<file path="config.mk">
export PLATFORM = sky130hd
export DESIGN_NAME = sd_spi_engine
export DESIGN_NICKNAME = d
export VERILOG_FILES = /design/src/rtl/sd_spi_pkg.sv /design/src/rtl/sd_spi_tick.sv /design/src/rtl/sd_spi_engine.sv
export SDC_FILE = /design/constraint.sdc
export NUM_CORES = 1
export LEC_CHECK = 0
export ABC_AREA = 1
export CAP_MARGIN = 20
export CORE_UTILIZATION = 50
export CTS_CLUSTER_SIZE = 10
export DETAILED_ROUTE_END_ITERATION = 7
export GPL_TIMING_DRIVEN = 0
export PLACE_DENSITY = 0.74
export SYNTH_ARGS = -nofsm -noshare
export SYNTH_HDL_FRONTEND = slang
export SYNTH_HIERARCHICAL = 1
export SYNTH_SLANG_ARGS = --single-unit
</file>
<file path="constraint.sdc">
create_clock -name clk -period 2 [get_ports clk]
set_input_delay 0.3 -clock clk [delete_from_list [all_inputs] [get_ports clk]]
set_output_delay 0.3 -clock clk [all_outputs]
set_load 0.1 [all_outputs]
</file>
<file path="src/rtl/sd_spi_pkg.sv">
// sd_spi_pkg: shared types and constants for the SD card SPI byte engine
package sd_spi_pkg;
  typedef enum logic [1:0] {IDLE, LOW, HIGH} state_t;
  localparam logic [7:0] SD_SPI_FILL_BYTE = 8'hFF;
  localparam int SD_SPI_SLOW_HP = 60;
  localparam int SD_SPI_FAST_HP = 1;
  localparam int SD_SPI_HP_W = 6;
endpackage

</file>
<file path="src/rtl/sd_spi_tick.sv">
// sd_spi_tick: half-bit timer, one-cycle tick every period cycles while run
//   load   reload from period (burst accept)
//   run    count down while a burst is in progress
//   period half-period in clk cycles (1..63)
//   tick   half-bit boundary strobe
module sd_spi_tick
  import sd_spi_pkg::*;
(
  input  logic                   clk,
  input  logic                   reset,
  input  logic                   load,
  input  logic                   run,
  input  logic [SD_SPI_HP_W-1:0] period,
  output logic                   tick
);
  logic [SD_SPI_HP_W-1:0] cnt;
  assign tick = run && cnt == SD_SPI_HP_W'(1);
  always_ff @(posedge clk or posedge reset)
    if (reset) cnt <= '0;
    else if (load || tick) cnt <= period;
    else if (run) cnt <= cnt - 1'b1;
endmodule

</file>
<file path="src/rtl/sd_spi_engine.sv">
// sd_spi_engine: SPI mode 0 byte-burst transceiver for an SD card (MSB first)
//   start/tx_data/len/cs_assert  burst request (len = bytes-1), accepted when idle
//   fast                         fast half-period select, present only with SD_SPI_FAST_EN
//   busy/rx_data/rx_valid/done   burst status and received bytes
//   spi_cs/spi_clk/spi_do/spi_di SD card SPI pins
module sd_spi_engine
  import sd_spi_pkg::*;
#(
  parameter int SLOW_HALF_PERIOD = SD_SPI_SLOW_HP,
  parameter int FAST_HALF_PERIOD = SD_SPI_FAST_HP
) (
  input  logic       clk,
  input  logic       reset,
  input  logic       start,
  input  logic [7:0] tx_data,
  input  logic [9:0] len,
  input  logic       cs_assert,
`ifdef SD_SPI_FAST_EN
  input  logic       fast,
`endif
  output logic       busy,
  output logic [7:0] rx_data,
  output logic       rx_valid,
  output logic       done,
  output logic       spi_cs,
  output logic       spi_clk,
  output logic       spi_do,
  input  logic       spi_di
);
`ifndef SD_SPI_FAST_EN
  logic fast;
  assign fast = 1'b0;
`endif
  state_t state;
  logic [SD_SPI_HP_W-1:0] hp, sel_hp;
  logic [7:0] shift;
  logic [2:0] bit_count;
  logic [9:0] byte_count;
  logic accept, tick;
  assign sel_hp = fast ? SD_SPI_HP_W'(FAST_HALF_PERIOD) : SD_SPI_HP_W'(SLOW_HALF_PERIOD);
  assign accept = state == IDLE && start;
  // the timer must see the new half-period on the accept edge, before hp is latched
  sd_spi_tick u_tick (
    .clk(clk),
    .reset(reset),
    .load(accept),
    .run(busy),
    .period(accept ? sel_hp : hp),
    .tick(tick)
  );
  always_ff @(posedge clk or posedge reset)
    if (reset) begin
      state <= IDLE;
      busy <= 1'b0;
      rx_valid <= 1'b0;
      done <= 1'b0;
      rx_data <= '0;
      spi_cs <= 1'b1;
      spi_clk <= 1'b0;
      spi_do <= 1'b1;
      shift <= '0;
      bit_count <= '0;
      byte_count <= '0;
      hp <= SD_SPI_HP_W'(SLOW_HALF_PERIOD);
    end else begin
      rx_valid <= 1'b0;
      done <= 1'b0;
      case (state)
        IDLE: begin
          spi_clk <= 1'b0;
          spi_do <= start ? tx_data[7] : 1'b1;
          spi_cs <= ~cs_assert;
          if (start) begin
            shift <= tx_data;
            byte_count <= len;
            hp <= sel_hp;
            bit_count <= '0;
            busy <= 1'b1;
            state <= LOW;
          end
        end
        LOW: if (tick) begin
          spi_clk <= 1'b1;
          shift <= {shift[6:0], spi_di};
          state <= HIGH;
        end
        HIGH: if (tick) begin
          spi_clk <= 1'b0;
          if (bit_count != 3'd7) begin
            bit_count <= bit_count + 3'd1;
            spi_do <= shift[7];
            state <= LOW;
          end else begin
            rx_data <= shift;
            rx_valid <= 1'b1;
            bit_count <= '0;
            if (byte_count == '0) begin
              done <= 1'b1;
              busy <= 1'b0;
              spi_do <= 1'b1;
              state <= IDLE;
            end else begin
              // later bytes of a burst clock out fill so the card sees idle MOSI
              byte_count <= byte_count - 10'd1;
              shift <= SD_SPI_FILL_BYTE;
              spi_do <= SD_SPI_FILL_BYTE[7];
              state <= LOW;
            end
          end
        end
        default: state <= IDLE;
      endcase
    end
endmodule

</file>
# Yosys cells after proc, flatten, opt, wreduce, memory -nomap -nowiden
# Index checks and enable logic that the tools add are counted.
# Widths: inputs -> output; s select.
[totals]
register_bits = 43
inputBits = 23
elab_cells = 85
[classes]
addsub = 3
n_bitwise = 2
n_reduce_logical = 16
n_eq_ne = 10
mux = 42
[op_table]
columns = ["op", "count"]
rows = [
  ["$mux 10", 4],
  ["$mux 8", 5],
  ["$pmux 8 s3", 1],
  ["$pmux 10 s2", 1],
  ["$mux 1", 18],
  ["$mux 6", 2],
  ["$reduce_and 3->1", 4],
  ["$logic_not 10->1", 1],
  ["$reduce_and 5->1", 2],
  ["$sub 10x1->10 const B", 1],
  ["$mux 3", 3],
  ["$ne 2x2->1 const B", 4],
  ["$eq 6x1->1 const B", 1],
  ["$mux 2", 3],
  ["$pmux 2 s3", 1],
  ["$pmux 3 s2", 1],
  ["$reduce_and 6->1", 1],
  ["$sub 6x1->6 const B", 1],
  ["$ne 2x1->1 const B", 2],
  ["$pmux 1 s2", 2],
  ["$reduce_bool 2->1", 2],
  ["$add 3x1->3 const B", 1],
  ["$ne 3x3->1 const B", 1],
  ["$pmux 1 s3", 1],
  ["8 further kinds", 10],
]

# Depth between registers and ports, before layout
[depth]
word_depth = 5
depth_mapped = 13
depth_no_buf = 13

# Hierarchy
# Netlist, hierarchy kept.
[modules_own_cells]
columns = ["mod", "n_inst", "area_each_um2", "cells_each", "seq_area_each_um2"]
rows = [
  ["sd_spi_engine", 1, 2145.8, 274, 928.4],
  ["sd_spi_tick", 1, 481.7, 69, 150.1],
]

# Least setup slack after synthesis
# OpenSTA, ideal clock, no wires.
[synth_path]
path_kind = "register -> register"
from = "reg busy"
to = "reg shift[2]"
path_stages_with_launch = 11
required_ns = 1.873
path_slack_ns = -0.277
arrival_time_ns = 2.151
period_less_slack_ns = 2.277
setup_ns = 0.127
path_cell_list = "dfrtp_1 > nand3_4 > nor2_4 > inv_1 > o21ai_2 > nand2_2 > nor2_1 > nand3_2 > buf_6 > nand2_1 > o21ai_0"
[synth_between]
elab_chain_len = 3
word_cells_on_any_way = 4
cone_classes = "eq/ne (2); reduce/logical (2)"
[synth_lines]
columns = ["item", "line_no", "rtl"]
rows = [
  ["start: declaration", "sd_spi_engine.sv:21", "output logic busy,"],
  ["start signal: assignment", "sd_spi_engine.sv:54", "busy <= 1'b0;"],
  ["start signal: assignment", "sd_spi_engine.sv:78", "busy <= 1'b1;"],
  ["start signal: assignment", "sd_spi_engine.sv:99", "busy <= 1'b0;"],
  ["$logic_and 1x1->1 *", "sd_spi_tick.sv:17", "assign tick = run && cnt == SD_SPI_HP_W'(1);"],
  ["named net tick", "sd_spi_engine.sv:39", "logic accept, tick;"],
  ["$ne 2x1->1 (no source line)", "n/a", ""],
  ["$reduce_and 6->1 (no source line) *", "n/a", ""],
  ["end signal: assignment", "sd_spi_engine.sv:74", "shift <= tx_data;"],
  ["end signal: assignment", "sd_spi_engine.sv:84", "shift <= {shift[6:0], spi_di};"],
  ["end: declaration", "sd_spi_engine.sv:36", "logic [7:0] shift;"],
]
# Mark *: on every way through the listed nets, which the timed path passes. The rest lies on a longest branch.
# A chain may end at the register's enable or synchronous reset.

# Worst setup path in the final report
[layout_path]
from = "reg spi_do"
to = "out spi_do"
[layout_lines]
columns = ["item", "line_no", "rtl"]
rows = [
  ["start: declaration", "sd_spi_engine.sv:27", "output logic spi_do,"],
  ["start signal: assignment", "sd_spi_engine.sv:71", "spi_do <= start ? tx_data[7] : 1'b1;"],
  ["start signal: assignment", "sd_spi_engine.sv:91", "spi_do <= shift[7];"],
  ["start signal: assignment", "sd_spi_engine.sv:106", "spi_do <= SD_SPI_FILL_BYTE[7];"],
]
# No word-level cell between the ends.

==> run metrics <==
Area Growth Syn to Fin=21.5%; clk sinks=43; element type at the critical path end=primary output; slowest stage cell, crit path=dlygate4sd2_1; CTS tree=done; I/O pins=37; P_sw=0.000319 W; DIE WIDTH=74.5 microns; crit-path leading delay family=buffers and inverters; vias=about 2300; total iterations of the first detailed-routing run=4; max-cap check violation count=0; number of nets still failing antenna checks after routing=0; Int Pwr=0.00119 W; multi-input logic area=around 1300 sq um; Die Ht=74.5 microns; total CTS buffers=5; Relative slew margins=35.2%; FF-to-FF End=shift[3]; Synth Flop Type=dfrtp_1; top cell type's share of synthesized area=roughly two fifths; ANT cells=0; clk root buf=clkbuf_8; fin crit period=1.97 ns; Remaining DRCs=0; largest buffer count on any clock path=2; Yosys top cell by area=dfrtp_1; largest net degree at the start of global routing=38; outcome=completed; Worst R2R Setup Slack=roughly 0.13 ns; vias in the first global route=2045; RSZ-0062 raised after global routing=false; VDD IR max=between 0.2 and 0.3 mV; power density over the cells=roughly 470 nW/um^2; GP Congestion=about 0.85; most frequent cells after synthesis=nand2_1 (117), inv_1 (42), dfrtp_1 (41); worst slew pin tran=0.976 ns; yosys warns=6; clk_skew=roughly 0.0076 ns; Critical R2R Launch=u_tick/cnt[1]; Post-Syn Instances=343; slowest stage delay, CP=approximately 0.85 ns; clock power share=between 30 and 40%; drt wl/cell=between 10 and 15 microns; # setup viols final=0; Crit path buffers/inverters=1; Leakage=1.69 nW; initial antenna violation count=0; fin. max-slew vios=0; post-DP HPWL=around 4000 microns; f_max=~510 MHz; via-per-instance ratio=~4.9; Post-synth EDFFs=0; Critical Path, Cell by Cell=dlygate4sd2_1; Congestion Overflow GR=0; GR Util All Layers=between 20% and 30%; Synth area leaders=dfrtp_1 (39%), nand2_1 (17%), inv_1 (6.0%), ha_1 (5.7%), nand3_1 (3.6%); Fillers=approximately 470; final hold vios=0; Setup crit start kind=register; #FFs+latches synth=43; WS Path Type=register to primary output; R2R cell count=12; # nets final=between 400 and 500; # H-tree levels=2; Avg Cell Area, Syn=around 7.7 sq um; part of the power in combinational logic=slightly below 5%; sw frac=a little over a fifth; stages on the worst setup path=1; sequential share of power=57.8%; starting DRC count in detailed routing=131; CP max FO=2; most frequent cell after synthesis=nand2_1; DIE AREA=5550 sq um; Initial Util=about half; HP Class=input port to async pin; Worst-Skew Late Latency=between 0.2 and 0.3 ns; Req. time, crit path=1.70 ns; global-route wire length before repair=9090 microns; Placed Instances=between 400 and 500; Final Cycle Share=between 90% and 100%; Async S/R FF share, synth=between 90% and 100%; final WL=5370 microns; post-synthesis cell type count=37; WP data arrival=1.67 ns; fraction of layout cells with a size suffix above 1=14.5%; Finished Layout Cells=463; Total Power=about 0.0015 W; post-synthesis instance area=~2600 sq um; # rows=26; register area share after synthesis=roughly two fifths; clock slew at reported path FFs=around 0.080 ns; setup TNS=0 ns; final core utilization=between 60% and 70%; number of port buffers=36; core area=around 5000 sq um; register area=roughly 1100 sq um
## per-stage QoR
step	worst slack, ns	hold WS (ns)	cell area [sq um]
2_1_floorplan	0.0573	0.0910	2640
3_3_place_gp	-0.155	0.456	3090
3_5_place_dp	-0.0508	0.468	3090
4_1_cts	0.00922	0.279	3180
5_1_grt	0.00203	0.288	3190
6_report	0.0311	0.278	3190
## cell families after synthesis
family	after synthesis	share of synthesized area (%)
xor+xnor	2	0.667
simple gates	174	30.0
other cells	2	0.286
buf+inv	55	9.33
compound gates	54	12.5
mux	1	0.381
flops	43	41.0
fa+ha+maj	12	5.71
## worst max-delay path by stage
stage	slack, ns	startpoint	endpoint
2_1_floorplan	0.06	busy	shift[2]
3_3_place_gp	-0.15	reset	busy
3_5_place_dp	-0.05	u_tick/cnt[1]	shift[3]
4_1_cts	0.009	spi_do	spi_do
5_1_grt	0.002	spi_do	spi_do
6_report	0.03	spi_do	spi_do
## layer usage
metal	vias up	global-route usage, %	routed length [microns]
li1	1169	-	-
met1	1034	28.9	2530
met2	43	34.8	2590
met3	7	3.39	181
met4	0	6.08	62
met5	-	0	0
## placed cells by master (no fill, tap or decap), types with 2 or more instances in the layout
cell type        instances
nand2_1                117
inv_1                   40
dfrtp_1                 40
clkdlybuf4s50_1         22
nand3_1                 19
a21oi_1                 17
nor2_1                  16
o21ai_0                 14
dlygate4sd2_1           14
o21ai_2                 11
ha_1                    11
inv_2                    7
o21ai_1                  7
clkbuf_8                 6
conb_1                   6
buf_6                    5
nor2_2                   5
nand2_2                  4
clkbuf_1                 2
nand3_4                  2
nand4_1                  2
buf_4                    2
dfstp_2                  2
## state kept, by name, indices dropped and copies added, names as in the netlist, 2 cells and up
signal / count
bit_count: 3
rx_data: 8
state: 2
u_tick/cnt: 6
byte_count: 10
shift: 8
## power by group through the flow
stage	sequential, W	combinational, W	clock (W)
2_1_floorplan	0.000890	0.0000225	0
3_3_place_gp	0.000890	0.0000735	0
3_5_place_dp	0.000890	0.0000746	0
4_1_cts	0.000873	0.0000747	0.000586
5_1_grt	0.000873	0.0000818	0.000609
6_report	0.000873	0.0000734	0.000564
## final cells by class
class                      count  area share [%]
buffer                         7            2.04
clock buffer                   7            2.70
clock inverter                 1           0.157
inverter                      48            5.72
multi-input combinational    249            41.6
sequential                    43            33.8
tap                           70            2.74
timing repair buffer          38            11.2
## repair_timing
action | CTS | global route
gates resized for setup | 14 | 5
endpoints found under the setup margin | 19 | 16
gates cloned | 0 | 0
hold buffers | 0 | 0
buffers inserted | 2 | 0
pin swaps | 1 | 0
No activity file was read; power rests on OpenSTA's default activity.
